## config.mk

```make
export PLATFORM = sky130hd
export DESIGN_NAME = fetch_pc_sched
export DESIGN_NICKNAME = d
export VERILOG_FILES = /design/src/rtl/fetch_pc_sched.sv
export SDC_FILE = /design/constraint.sdc
export NUM_CORES = 1
export LEC_CHECK = 0
export ABC_CLOCK_PERIOD_IN_PS = 5600
export CORE_MARGIN = 2
export CORE_UTILIZATION = 48
export CTS_BUF_LIST = sky130_fd_sc_hd__clkbuf_2 sky130_fd_sc_hd__clkbuf_4 sky130_fd_sc_hd__clkbuf_8
export CTS_CLUSTER_DIAMETER = 60
export DETAILED_ROUTE_END_ITERATION = 8
export PLACE_DENSITY_LB_ADDON = 0.3
export SYNTH_ARGS = -nofsm -noshare
export SYNTH_HDL_FRONTEND = slang
export SYNTH_SLANG_ARGS = --single-unit
```

## constraint.sdc

```tcl
create_clock -name clk -period 5.6 [get_ports clk]
set_clock_uncertainty 0.05 [all_clocks]
set_input_delay 1.4 -clock clk [delete_from_list [all_inputs] [get_ports clk]]
set_output_delay 1.4 -clock clk [all_outputs]
set_load 0.01 [all_outputs]
```

## src/rtl/fetch_pc_sched.sv

```systemverilog
// fetch_pc_sched: arbitrates EX/ID/BTB/sequential next-PC sources into the registered FS1 fetch PC
// and sequences the redirect protocol (flushes, one-cycle recovery bubble, held ID redirects).
module fetch_pc_sched #(
    parameter int SIZE_PC = 32,
    parameter logic [SIZE_PC-1:0] RESET_PC = '0,
    parameter int BUNDLE_BYTES = 32,
    parameter int CNT_W = 16
) (
    input  logic               clk,
    input  logic               reset,
    input  logic               stall_i,
    input  logic               ctiQueueFull_i,
    input  logic               icacheReady_i,
    input  logic               exRedirect_i,
    input  logic [SIZE_PC-1:0] exTarget_i,
    input  logic               idRedirect_i,
    input  logic [SIZE_PC-1:0] idTarget_i,
    input  logic               btbTaken_i,
    input  logic [SIZE_PC-1:0] btbTarget_i,
    output logic [SIZE_PC-1:0] pc_o,
    output logic               fetchValid_o,
    output logic               flushFs1_o,
    output logic               flushFs2_o,
    output logic               recoverFlag_o,
    output logic [CNT_W-1:0]   redirectCnt_o
);
    typedef enum logic [1:0] {BOOT, RUN, BUBBLE} fetchState_e;

    fetchState_e       state;
    logic              pendValid;
    logic [SIZE_PC-1:0] pendTarget;
    logic              adv, idUse, pendUse, applied;
    logic [SIZE_PC-1:0] nextPc;

    // fetchValid_o is only high in RUN, so adv already implies RUN
    assign adv     = fetchValid_o & ~stall_i & ~ctiQueueFull_i & icacheReady_i;
    assign idUse   = idRedirect_i & adv;
    assign pendUse = pendValid & adv;
    assign applied = exRedirect_i | idUse | pendUse;

    assign flushFs2_o = reset & exRedirect_i;
    assign flushFs1_o = reset & applied;

    assign nextPc = idUse ? idTarget_i :
                    pendUse ? pendTarget :
                    (btbTaken_i & adv) ? btbTarget_i :
                    adv ? pc_o + SIZE_PC'(BUNDLE_BYTES) : pc_o;

    always_ff @(posedge clk) begin
        if (!reset) begin
            state         <= BOOT;
            pc_o          <= RESET_PC;
            fetchValid_o  <= 1'b0;
            recoverFlag_o <= 1'b0;
            redirectCnt_o <= '0;
            pendValid     <= 1'b0;
            pendTarget    <= '0;
        end else begin
            recoverFlag_o <= exRedirect_i;
            if (applied && !(&redirectCnt_o))
                redirectCnt_o <= redirectCnt_o + CNT_W'(1);
            if (exRedirect_i) begin
                state        <= BUBBLE;
                pc_o         <= exTarget_i;
                fetchValid_o <= 1'b0;
                pendValid    <= 1'b0;
            end else begin
                case (state)
                    RUN: begin
                        pc_o <= nextPc;
                        if (adv) begin
                            pendValid <= 1'b0;
                        end else if (idRedirect_i) begin
                            pendValid  <= 1'b1;
                            pendTarget <= idTarget_i;
                        end
                    end
                    default: begin
                        state        <= RUN;
                        fetchValid_o <= 1'b1;
                    end
                endcase
            end
        end
    end
endmodule

```

# ---- After elaboration in Yosys (flattened, before gate mapping)
# Cells that the tools add are included.
dict set report totals {
  reg_bits 84
  word_cells 46
  in_bits 104
}
dict set report classes {
  mux 10
  bitwise_logic 15
  n_reduce_logical 10
  n_addsub 2
  n_eq_ne 2
}
# op count
set op_table {}
lappend op_table {{32-bit 2-to-1 mux} 6}
lappend op_table {{32-bit by 6-bit adder with 32-bit output, second input constant} 1}
lappend op_table {{16-bit by 1-bit adder with 16-bit output, second input constant} 1}
lappend op_table {{16-bit AND reduction} 1}
lappend op_table {{1-bit bitwise AND} 8}
lappend op_table {{1-bit inverter} 5}
lappend op_table {{5-bit nonzero test} 1}
lappend op_table {{2-bit 2-to-1 mux} 2}
lappend op_table {{2-bit AND reduction} 2}
lappend op_table {{4-bit AND reduction} 1}
lappend op_table {{2-bit nonzero test} 2}
lappend op_table {{2-bit by 1-bit == test with 1-bit output, second input constant} 1}
lappend op_table {{1-bit 2-to-1 mux} 2}
lappend op_table {{2-bit inequality test, second input constant} 1}
lappend op_table {{1-bit OR} 2}
lappend op_table {{2-bit OR reduction} 1}
lappend op_table {{1-bit logical AND} 1}
lappend op_table {{1-bit logical NOT} 1}

# ---- Logic depth before layout (Yosys ltp)
# Gate-level depths: netlist of the first run.
dict set report logic_depth {
  word_depth 10
  ltp_mapped 8
  ltp_nobuf 6
}

# ---- Least setup slack after synthesis of the first run
# No wires, ideal clock.
dict set report synth_path {
  kind {input to output}
  from {input idRedirect_i}
  to {output flushFs1_o}
  arrival_ps 2390
  required_time_ps 4150
  slack_ps 1760
  stages 4
  n_path_buf 1
  path_cell_list {or2_2 -> a21oi_1 -> clkbuf_1 -> nor2_1}
}
dict set report synth_via {
  elab_chain_len 4
}
# item line_no
set synth_rtl {}
lappend synth_rtl {{from (decl)} 16} ;# input logic idRedirect_i,
lappend synth_rtl {{1-bit bitwise AND} 37} ;# assign idUse = idRedirect_i & adv;
lappend synth_rtl {{1-bit OR (2 in a row)} 39} ;# assign applied = exRedirect_i | idUse | pendUse;
lappend synth_rtl {{1-bit bitwise AND} 42} ;# assign flushFs1_o = reset & applied;
lappend synth_rtl {{to (decl)} 22} ;# output logic flushFs1_o,
# No other way between the ends.

# ---- Final worst setup path of the first run
dict set report layout_path {
  from {input ctiQueueFull_i}
  to {output flushFs1_o}
}
dict set report layout_via {
  elab_chain_len 7
  word_cells_on_any_way 8
  cone_classes {bitwise (8)}
}
# item line_no
set layout_rtl {}
lappend layout_rtl {{from (decl)} 12} ;# input logic ctiQueueFull_i,
lappend layout_rtl {{1-bit inverter (*)} 36} ;# assign adv = fetchValid_o & ~stall_i & ~ctiQueueFull_i & icacheReady_i;
lappend layout_rtl {{1-bit bitwise AND (*) (2 in a row)} 36}
lappend layout_rtl {{1-bit bitwise AND} 37}
lappend layout_rtl {{1-bit OR} 39}
lappend layout_rtl {{1-bit OR (*)} 39}
lappend layout_rtl {{1-bit bitwise AND (*)} 42}
# Mark *: on every way between the ends. The rest lies on a longest branch, timed or not.

==> results of run 1 <==
-- worst paths after layout --
kind | to | slack, ns | cells after the start
setup / recovery | flushFs1_o | 0.79 | 6
hold / removal | pendTarget[13] | 0.41 | 2
setup reg to reg | pc_o[13] | 3.00 | 5
hold reg to reg | pendTarget[13] | 0.41 | 2
-- state kept, by name, summed over array words and instances (netlist names) --
| signal | cells |
|---|---|
| pendValid | 1 |
| pendTarget | 32 |
| redirectCnt_o | 16 |
| pc_o | 32 |
| recoverFlag_o | 1 |
| state | 2 |
-- cell families after synthesis --
kind of cell,count (synthesis),synth area share
and+or+nand+nor,292,0.288
AOI/OAI and AO/OA,200,0.273
DFF,84,0.335
buffers and inverters,65,0.0524
xor gates and xnor gates,22,0.0384
muxes,4,0.00798
adders and majority gates,2,0.00499
-- layout by cell type, fill, tap and decap left out, types with 8 or more instances in the layout --
cell	n
nand2b_1	12
clkdlybuf4s50_1	154
a221oi_1	12
o211ai_1	9
nand2_1	120
dfxtp_1	84
and2_1	9
and3_1	11
a21oi_1	64
nor3_1	14
o21ai_0	26
nor2_1	53
xnor2_1	16
o311ai_0	9
o31ai_1	12
nand3_1	21
nand4_1	10
clkbuf_8	10
buf_4	8
inv_1	10
-- worst register-to-register path, cell delays in order (launching register included) --
cell and delay (ns):
dfxtp_1 0.41, and4bb_2 0.44, nand2_1 0.67, a311oi_1 0.55, o31ai_1 0.14, a22o_1 0.24
-- power by group --
part           internal (mW)  switching [mW]
Sequential             0.619          0.0317
Clock                  0.218           0.235
Combinational          0.138           0.103
Total                  0.975           0.370
-- through the flow --
| step | area (µm²) | util | hold WS [ns] | setup slack [ns] |
|---|---|---|---|---|
| 2_1_floorplan | 5020 | - | 0.382 | 1.76 |
| 3_3_place_gp | 6580 | 0.643 | 0.392 | 0.864 |
| 3_5_place_dp | 6580 | 0.643 | 0.398 | 0.817 |
| 4_1_cts | 6780 | 0.663 | 0.412 | 0.817 |
| 5_1_grt | 6780 | 0.663 | 0.426 | 0.693 |
| 6_report | 6780 | 0.663 | 0.412 | 0.795 |
-- routing by layer --
| metal | global-route usage | part of all wire |
|---|---|---|
| met1 | 0.388 | 0.39 |
| met2 | 0.497 | 0.48 |
| met3 | 0.0625 | 0.10 |
| met4 | 0.117 | 0.026 |
| met5 | 0 | 0 |
-- Yosys cell counts (5+ instances only) --
library cell	instances
a21o_1	7
nor3_1	15
xnor2_1	16
a21oi_1	64
o31ai_1	12
inv_1	10
nand2_1	120
dfxtp_1	84
o311ai_0	9
o22ai_1	6
a221oi_1	12
nor2_1	53
a311oi_1	5
o311a_1	7
nand4_1	10
o211ai_1	9
o21ai_0	26
and2_1	9
buf_2	12
a31o_1	6
and3_1	11
nand3_1	21
nor4_1	6
xor2_1	6
a211o_1	5
or4_1	5
nand2b_1	12
clkbuf_1	40
-- final cells by class --
class | count | area, µm²
fill | 862 | 3450
multi-input combinational | 520 | 3080
inverter | 11 | 41.3
tap | 136 | 170
sequential | 84 | 1680
clock inverter | 6 | 63.8
clock buffer | 10 | 138
timing repair buffer | 163 | 1610
==> qor.csv, run 1 <==
metric,value,unit
relSlewSlack,0.209,
areaGrowthSynthToFinish,35.1,%
dpl.cell_count,914,
clkSinkCount,84,
synth_top_area_frac,0.335,
path_class,input pin to primary output,
syn_nets,775,
port_buffers,155,
grt_max_degree,51,
ys_warn_count,0,
cpPeakStageDelay,0.54,ns
synthTopCellsByArea,"dfxtp_1 (34%), nand2_1 (9.0%), a21oi_1 (6.4%), nor2_1 (4.0%), clkbuf_1 (3.0%)",
track_usage,0.302,
synth_cell_types,64,
ys_async_sr_fraction,0,
dieArea,11300,µm²
place_congestion,0.910,
worstHoldStart,pendTarget[13],
cp.arrival,3.36,ns
grt_pass1_vias,5501,
path_max_fanout,15,
coreArea,10200,µm²
drtAntennaViolNets,0,
slew_violations,0,
yosys_register_bits,84,
drive_gt1_frac,0.0441,
antenna_found_initial,0,
post_cts_resized,0,
worst_slew_pin_slew,1.17,ns
synth_top_cell_by_area,dfxtp_1,
fin_cells,930,
rr_startpoint,state[0],
start_util,0.490,
worstPathCellList,clkdlybuf4s50_1 > and4bb_2 > a21oi_1 > buf_4 > nor2_1 > clkdlybuf4s50_1,
crit_buf_inv,3,
crit_top_cell,clkdlybuf4s50_1,
synth-edff-count,0,
max-vdd-ir-drop,0.000135,V
rsz0062_at_grt,false,
detail_route.wl_per_cell,18.7,µm
cts_hold_buf,0,
nets,895,
diodes,0,
synthCells,669,
cpLargestDelayFamily,buffers and inverters,
end_kind,primary output,
root_buffer,clkbuf_8,
status,finished clean,
clock_path_buffers,2,
drc_errors,0,
power,1.35,mW
maxCapViolCount,0,
gr-total-overflow,0,
finalSetupViolCount,0,
via_count,5869,
placementRows,37,
period_share,0.858,
hp-class,flop to flop,
routed_wl,17400,µm
ios,156,
leakagePower,2.35,nW
ys_seq_area_frac,0.335,
dp_hpwl,12400,µm
fmax,208,MHz
required,4.15,ns
grt_pass1_wl,27200,µm
clkLatencyLatePin,0.37,ns
via_per_inst,6.31,
setup_tns,0,ns
syn_area,5020,µm²
cts_setup_buffers,0,
synth.avg_cell_area,7.50,µm²
htreeDepth,3,
cts_tree,yes,
cts_buffers,9,
clk_pin_slew,0.08,ns
dr.pass1.iters,6,
worst_setup_path_start_kind,input pin,
hold_viol_final,0,
fp.dieH,106,µm
power_density,198,nW/µm²
fp.dieW,106,µm
synthFlopType,dfxtp_1,
startpoint,ctiQueueFull_i,
critPathSlowestCell,clkdlybuf4s50_1,
drtIter0Drc,646,
min_period,4.81,ns
Power figures use the tool's default switching activity.
==> run 2: changes to the inputs <==
Settings changed: CAP_MARGIN set to 20.
==> run 2 against run 1 <==
  * Final area about the same
  * Utilization about the same
  * Wire length increased by 0.15%
  * Critical path type unchanged
  * Combinational power about the same
  * Via count increased by 0.29%
  * Largest power group unchanged
  * Count of clock-buffer cells in the layout unchanged
  * Flip-flop and latch count unchanged
  * Highest routed layer unchanged
  * Power about the same
  * Global-route usage unchanged
  * Register-to-register slack got worse by 0.04 ns
==> qor.csv, run 2 (synthesis gave the netlist of run 1 again) <==
metric,value,unit,change
fmax,208,MHz,about the same
placementRows,37,,unchanged
fp.dieW,106,µm,unchanged
place_congestion,0.910,,unchanged
root_buffer,clkbuf_8,,
via_per_inst,6.32,,+0.18%
nets,896,,+0.11%
hp-class,flop to flop,,
finalSetupViolCount,0,,unchanged
cp.arrival,3.36,ns,about the same
leakagePower,2.35,nW,+0.20%
start_util,0.490,,unchanged
dp_hpwl,12400,µm,unchanged
grtUsageMet1,0.388,,unchanged
post_cts_resized,0,,unchanged
required,4.15,ns,about the same
antenna_found_initial,0,,unchanged
diodes,0,,unchanged
clkSinkCount,84,,unchanged
path_class,input pin to primary output,,
utilization,0.663,,about the same
gr-total-overflow,0,,unchanged
cts_buffers,9,,unchanged
worst_setup_path_start_kind,input pin,,
grt_max_degree,51,,unchanged
met2_usage,0.497,,unchanged
slew_violations,0,,unchanged
routed_wl,17400,µm,+0.15%
clock_path_buffers,2,,unchanged
final_common_cell,clkdlybuf4s50_1,,
setup_tns,0,ns,unchanged
dr.pass1.iters,5,,-1
min_period,4.81,ns,+0.00267 ns
maxCapViolCount,0,,unchanged
power,1.34,mW,about the same
max-vdd-ir-drop,0.000133,V,-0.96%
areaGrowthSynthToFinish,35.2,%,about the same
cts_tree,yes,,
layout_common_cells,"clkdlybuf4s50_1 (154), nand2_1 (120), dfxtp_1 (84)",,
drtAntennaViolNets,0,,unchanged
clk_pin_slew,0.08,ns,about the same
grt_pass1_vias,5501,,unchanged
top_usage_layer,met2,,
status,finished clean,,
via_count,5886,,+0.29%
gr-usage-met3,0.0625,,unchanged
drc_errors,0,,unchanged
cts_hold_buf,0,,unchanged
power_density,198,nW/µm²,-0.15%
detail_route.wl_per_cell,18.7,µm,about the same
drtIter0Drc,660,,+2.2%
largest_registers,"pc_o (32), pendTarget (32), redirectCnt_o (16)",,
hold_viol_final,0,,unchanged
rsz0062_at_grt,false,,
track_usage,0.302,,unchanged
dieArea,11300,µm²,unchanged
path_max_fanout,15,,unchanged
port_buffers,155,,unchanged
cts_setup_buffers,0,,unchanged
grt_pass1_wl,27200,µm,unchanged
ios,156,,unchanged
end_kind,primary output,,
fp.dieH,106,µm,unchanged
worst_slew_pin_slew,1.08,ns,-0.0877 ns
coreArea,10200,µm²,unchanged
drive_gt1_frac,0.0453,,+0.00120
clkLatencyLatePin,0.36,ns,about the same
htreeDepth,3,,unchanged
period_share,0.859,,about the same
relSlewSlack,0.278,,+0.0691
[run 2: cell types whose count changed in the layout (fill, tap and decap cells not counted)]
cell / previous run / this run
clkbuf_2: 0 / 1
[run 2: final cells by class]
| class | instances | area, µm² |
|---|---|---|
| Clock buffer | 10 | 138 |
| Clock inverter | 6 | 63.8 |
| Fill cell | 859 | 3450 |
| Inverter | 11 | 41.3 |
| Multi-Input combinational cell | 520 | 3080 |
| Sequential cell | 84 | 1680 |
| Tap cell | 136 | 170 |
| Timing Repair Buffer | 164 | 1610 |
[run 2: per-layer routing]
layer	routed length, µm	vias up
met5	0	-
met4	462	0
met3	2040	40
met2	8270	390
met1	6640	2757
li1	-	2699
[run 2: worst max-delay path: stages]
cell and delay [ns]:
clkdlybuf4s50_1 0.45, and4bb_2 0.51, a21oi_1 0.15, buf_4 0.21, nor2_1 0.10, clkdlybuf4s50_1 0.54
[run 2: worst paths after layout]
check / from / endpoint / slack, ns / cells after the start
worst max-delay path: ctiQueueFull_i / flushFs1_o / 0.79 / 6
worst min-delay path: pendTarget[21] / pendTarget[21] / 0.41 / 2
worst max register to register: state[0] / pc_o[28] / 2.96 / 5
worst min register to register: pendTarget[21] / pendTarget[21] / 0.41 / 2
[run 2: where the power goes]
group	internal (mW)	switching [mW]	leakage (nW)
sequential	0.619	0.0315	0.686
clock	0.218	0.234	0.0983
combinational	0.138	0.104	1.57
[run 2: stage by stage]
| stage | worst slack (ns) | hold WS (ns) | instance area [µm²] | cells |
|---|---|---|---|---|
| global route | 0.693 | 0.426 | 6780 | 931 |
| CTS | 0.817 | 0.412 | 6780 | 930 |
| finish | 0.792 | 0.412 | 6780 | 931 |
| global placement | 0.864 | 0.392 | 6580 | 914 |
| detailed placement | 0.817 | 0.398 | 6580 | 914 |
| floorplan | 1.76 | 0.382 | 5020 | 669 |
==> run 3: changes to the inputs <==
Settings changed: CORE_ASPECT_RATIO set to 2, CTS_CLUSTER_DIAMETER 60 to 120.
==> run 3 against run 2 <==
  * Fmax about the same
  * Die area up 0.44%
  * Critical path depth unchanged
  * Via count grew 1.8%
  * Sequential power barely moved
  * Register-to-register slack better by 0.04 ns
  * Highest routed layer unchanged
  * Worst setup slack better by 0.0044 ns
  * First-iteration DRC count decreased by 12%
  * Flip-flop and latch count stayed put
  * Sequential share of layout area decreased by 0.087 points
  * Largest power group unchanged
  * Largest cell class unchanged
  * Utilization up 0.77 points
==> qor.csv, run 3 (synthesis gave the netlist of run 1 again) <==
metric,value,unit,change
status,finished clean,,
ff_latch_area,1680,µm²,unchanged
grt_pass1_vias,5904,,+7.3%
wl_met3,1660,µm,-19%
hp-class,flop to flop,,
ios,156,,unchanged
relSlewSlack,0.260,,-0.0183
htreeDepth,3,,unchanged
cts_hold_buf,0,,unchanged
worst_slew_pin_slew,1.11,ns,+0.0248 ns
root_buffer,clkbuf_8,,
min_period,4.80,ns,-0.00439 ns
cts_buffers,9,,unchanged
utilization,0.671,,+0.00766
max-vdd-ir-drop,0.000150,V,+13%
via_per_inst,6.45,,+1.9%
coreArea,10100,µm²,-0.80%
place_congestion,0.948,,+4.2%
path_max_fanout,15,,unchanged
p_sw,0.370,mW,+0.34%
swShare,0.274,,-0.000674
fp.dieH,149,µm,+40%
fin_cells,930,,-0.11%
start_util,0.494,,+0.00393
clkPwrFrac,0.338,,+0.002
dpl-instance-area,6570,µm²,-0.13%
finalSetupViolCount,0,,unchanged
end_kind,primary output,,
p_comb_frac,0.180,,about the same
cts_tree,yes,,
gr-total-overflow,0,,unchanged
grt_pass1_wl,28300,µm,+4.1%
cp.arrival,3.35,ns,about the same
maxCapViolCount,0,,unchanged
setup_tns,0,ns,unchanged
power_density,199,nW/µm²,+0.23%
clkLatencyLatePin,0.38,ns,+0.02 ns
worst_setup_path_start_kind,input pin,,
largest_registers,"pc_o (32), pendTarget (32), redirectCnt_o (16)",,
period_share,0.858,,about the same
layout_common_cells,"clkdlybuf4s50_1 (154), nand2_1 (120), dfxtp_1 (84)",,
port_buffers,155,,unchanged
leakagePower,2.36,nW,+0.31%
multi_input_area,3080,µm²,unchanged
diodes,0,,unchanged
drive_gt1_frac,0.0453,,unchanged
power,1.35,mW,+0.58%
grt_max_degree,51,,unchanged
slew_violations,0,,unchanged
required,4.15,ns,about the same
cts_setup_buffers,0,,unchanged
nets,896,,unchanged
fp.dieW,76.3,µm,-28%
drtIter0Drc,582,,-12%
pwr-share-seq,0.482,,-0.002
routed_wl,18600,µm,+7.1%
final_common_cell,clkdlybuf4s50_1,,
fill_cells,868,,+1.0%
rsz0062_at_grt,false,,
post_cts_resized,0,,unchanged
drtAntennaViolNets,0,,unchanged
clk_pin_slew,0.08,ns,about the same
drt-met1-wl,6080,µm,-8.4%
met2_length,9680,µm,+17%
hold_viol_final,0,,unchanged
clock_path_buffers,2,,unchanged
detail_route.wl_per_cell,20.0,µm,+7.2%
clkSinkCount,84,,unchanged
dr.pass1.iters,6,,+1
drc_errors,0,,unchanged
p_int,0.982,mW,+0.68%
dp_hpwl,13600,µm,+10%
antenna_found_initial,0,,unchanged
via_count,5994,,+1.8%
dieArea,11300,µm²,+0.44%
stdcell_area,6810,µm²,+0.35%
areaGrowthSynthToFinish,35.7,%,
fmax,208,MHz,about the same
dpl.cell_count,912,,-0.22%
track_usage,0.314,,+0.0122
path_class,input pin to primary output,,
placementRows,52,,+41%
topRoutingLayerUsed,met4,,
run 3: cell count changes in the layout (fill, tap and decap cells not counted):
| cell | change |
|---|---|
| clkinvlp_4 | +1 |
| clkinv_2 | -2 |
| buf_16 | +1 |
| clkbuf_4 | +1 |
| buf_4 | -1 |
run 3: layer usage:
layer / vias to the layer above / GRT usage
met5: - / 0
met1: 2773 / 0.312
li1: 2692 / -
met2: 429 / 0.580
met3: 100 / 0.0564
met4: 0 / 0.224
run 3: final cells by class:
cell class | count | share of cell area
multi-input cells | 520 | 0.452
well taps | 135 | 0.0248
clock inverters | 5 | 0.00901
repair buffers | 164 | 0.240
inverters | 11 | 0.00607
clock buffers | 11 | 0.0213
flip-flops and latches | 84 | 0.247
run 3: worst max-delay path: stages:
cell and delay (ns):
clkdlybuf4s50_1 0.45, and4bb_2 0.50, a21oi_1 0.14, buf_4 0.22, nor2_1 0.09, clkdlybuf4s50_1 0.54
run 3: metrics by stage:
step	setup slack, ns	hold slack [ns]
2_1_floorplan	1.76	0.382
4_1_cts	0.829	0.412
5_1_grt	0.709	0.435
3_5_place_dp	0.841	0.400
3_3_place_gp	0.878	0.392
6_report	0.797	0.411
run 3: worst paths after layout:
check | slack [ns] | to | cells past startpoint | start
worst max-delay path | 0.80 | flushFs1_o | 6 | ctiQueueFull_i
worst min-delay path | 0.41 | pendTarget[20] | 2 | pendTarget[20]
worst max register to register | 3.00 | pc_o[29] | 5 | state[0]
worst min register to register | 0.41 | pendTarget[20] | 2 | pendTarget[20]
run 3: power groups by stage:
stage	Clock, mW	Combinational, mW	Sequential, mW
after CTS	0.458	0.239	0.650
after floorplan	0	0.0925	0.662
final	0.458	0.243	0.652
after detailed placement	0	0.238	0.664
after global routing	0.482	0.258	0.654
after global placement	0	0.234	0.663
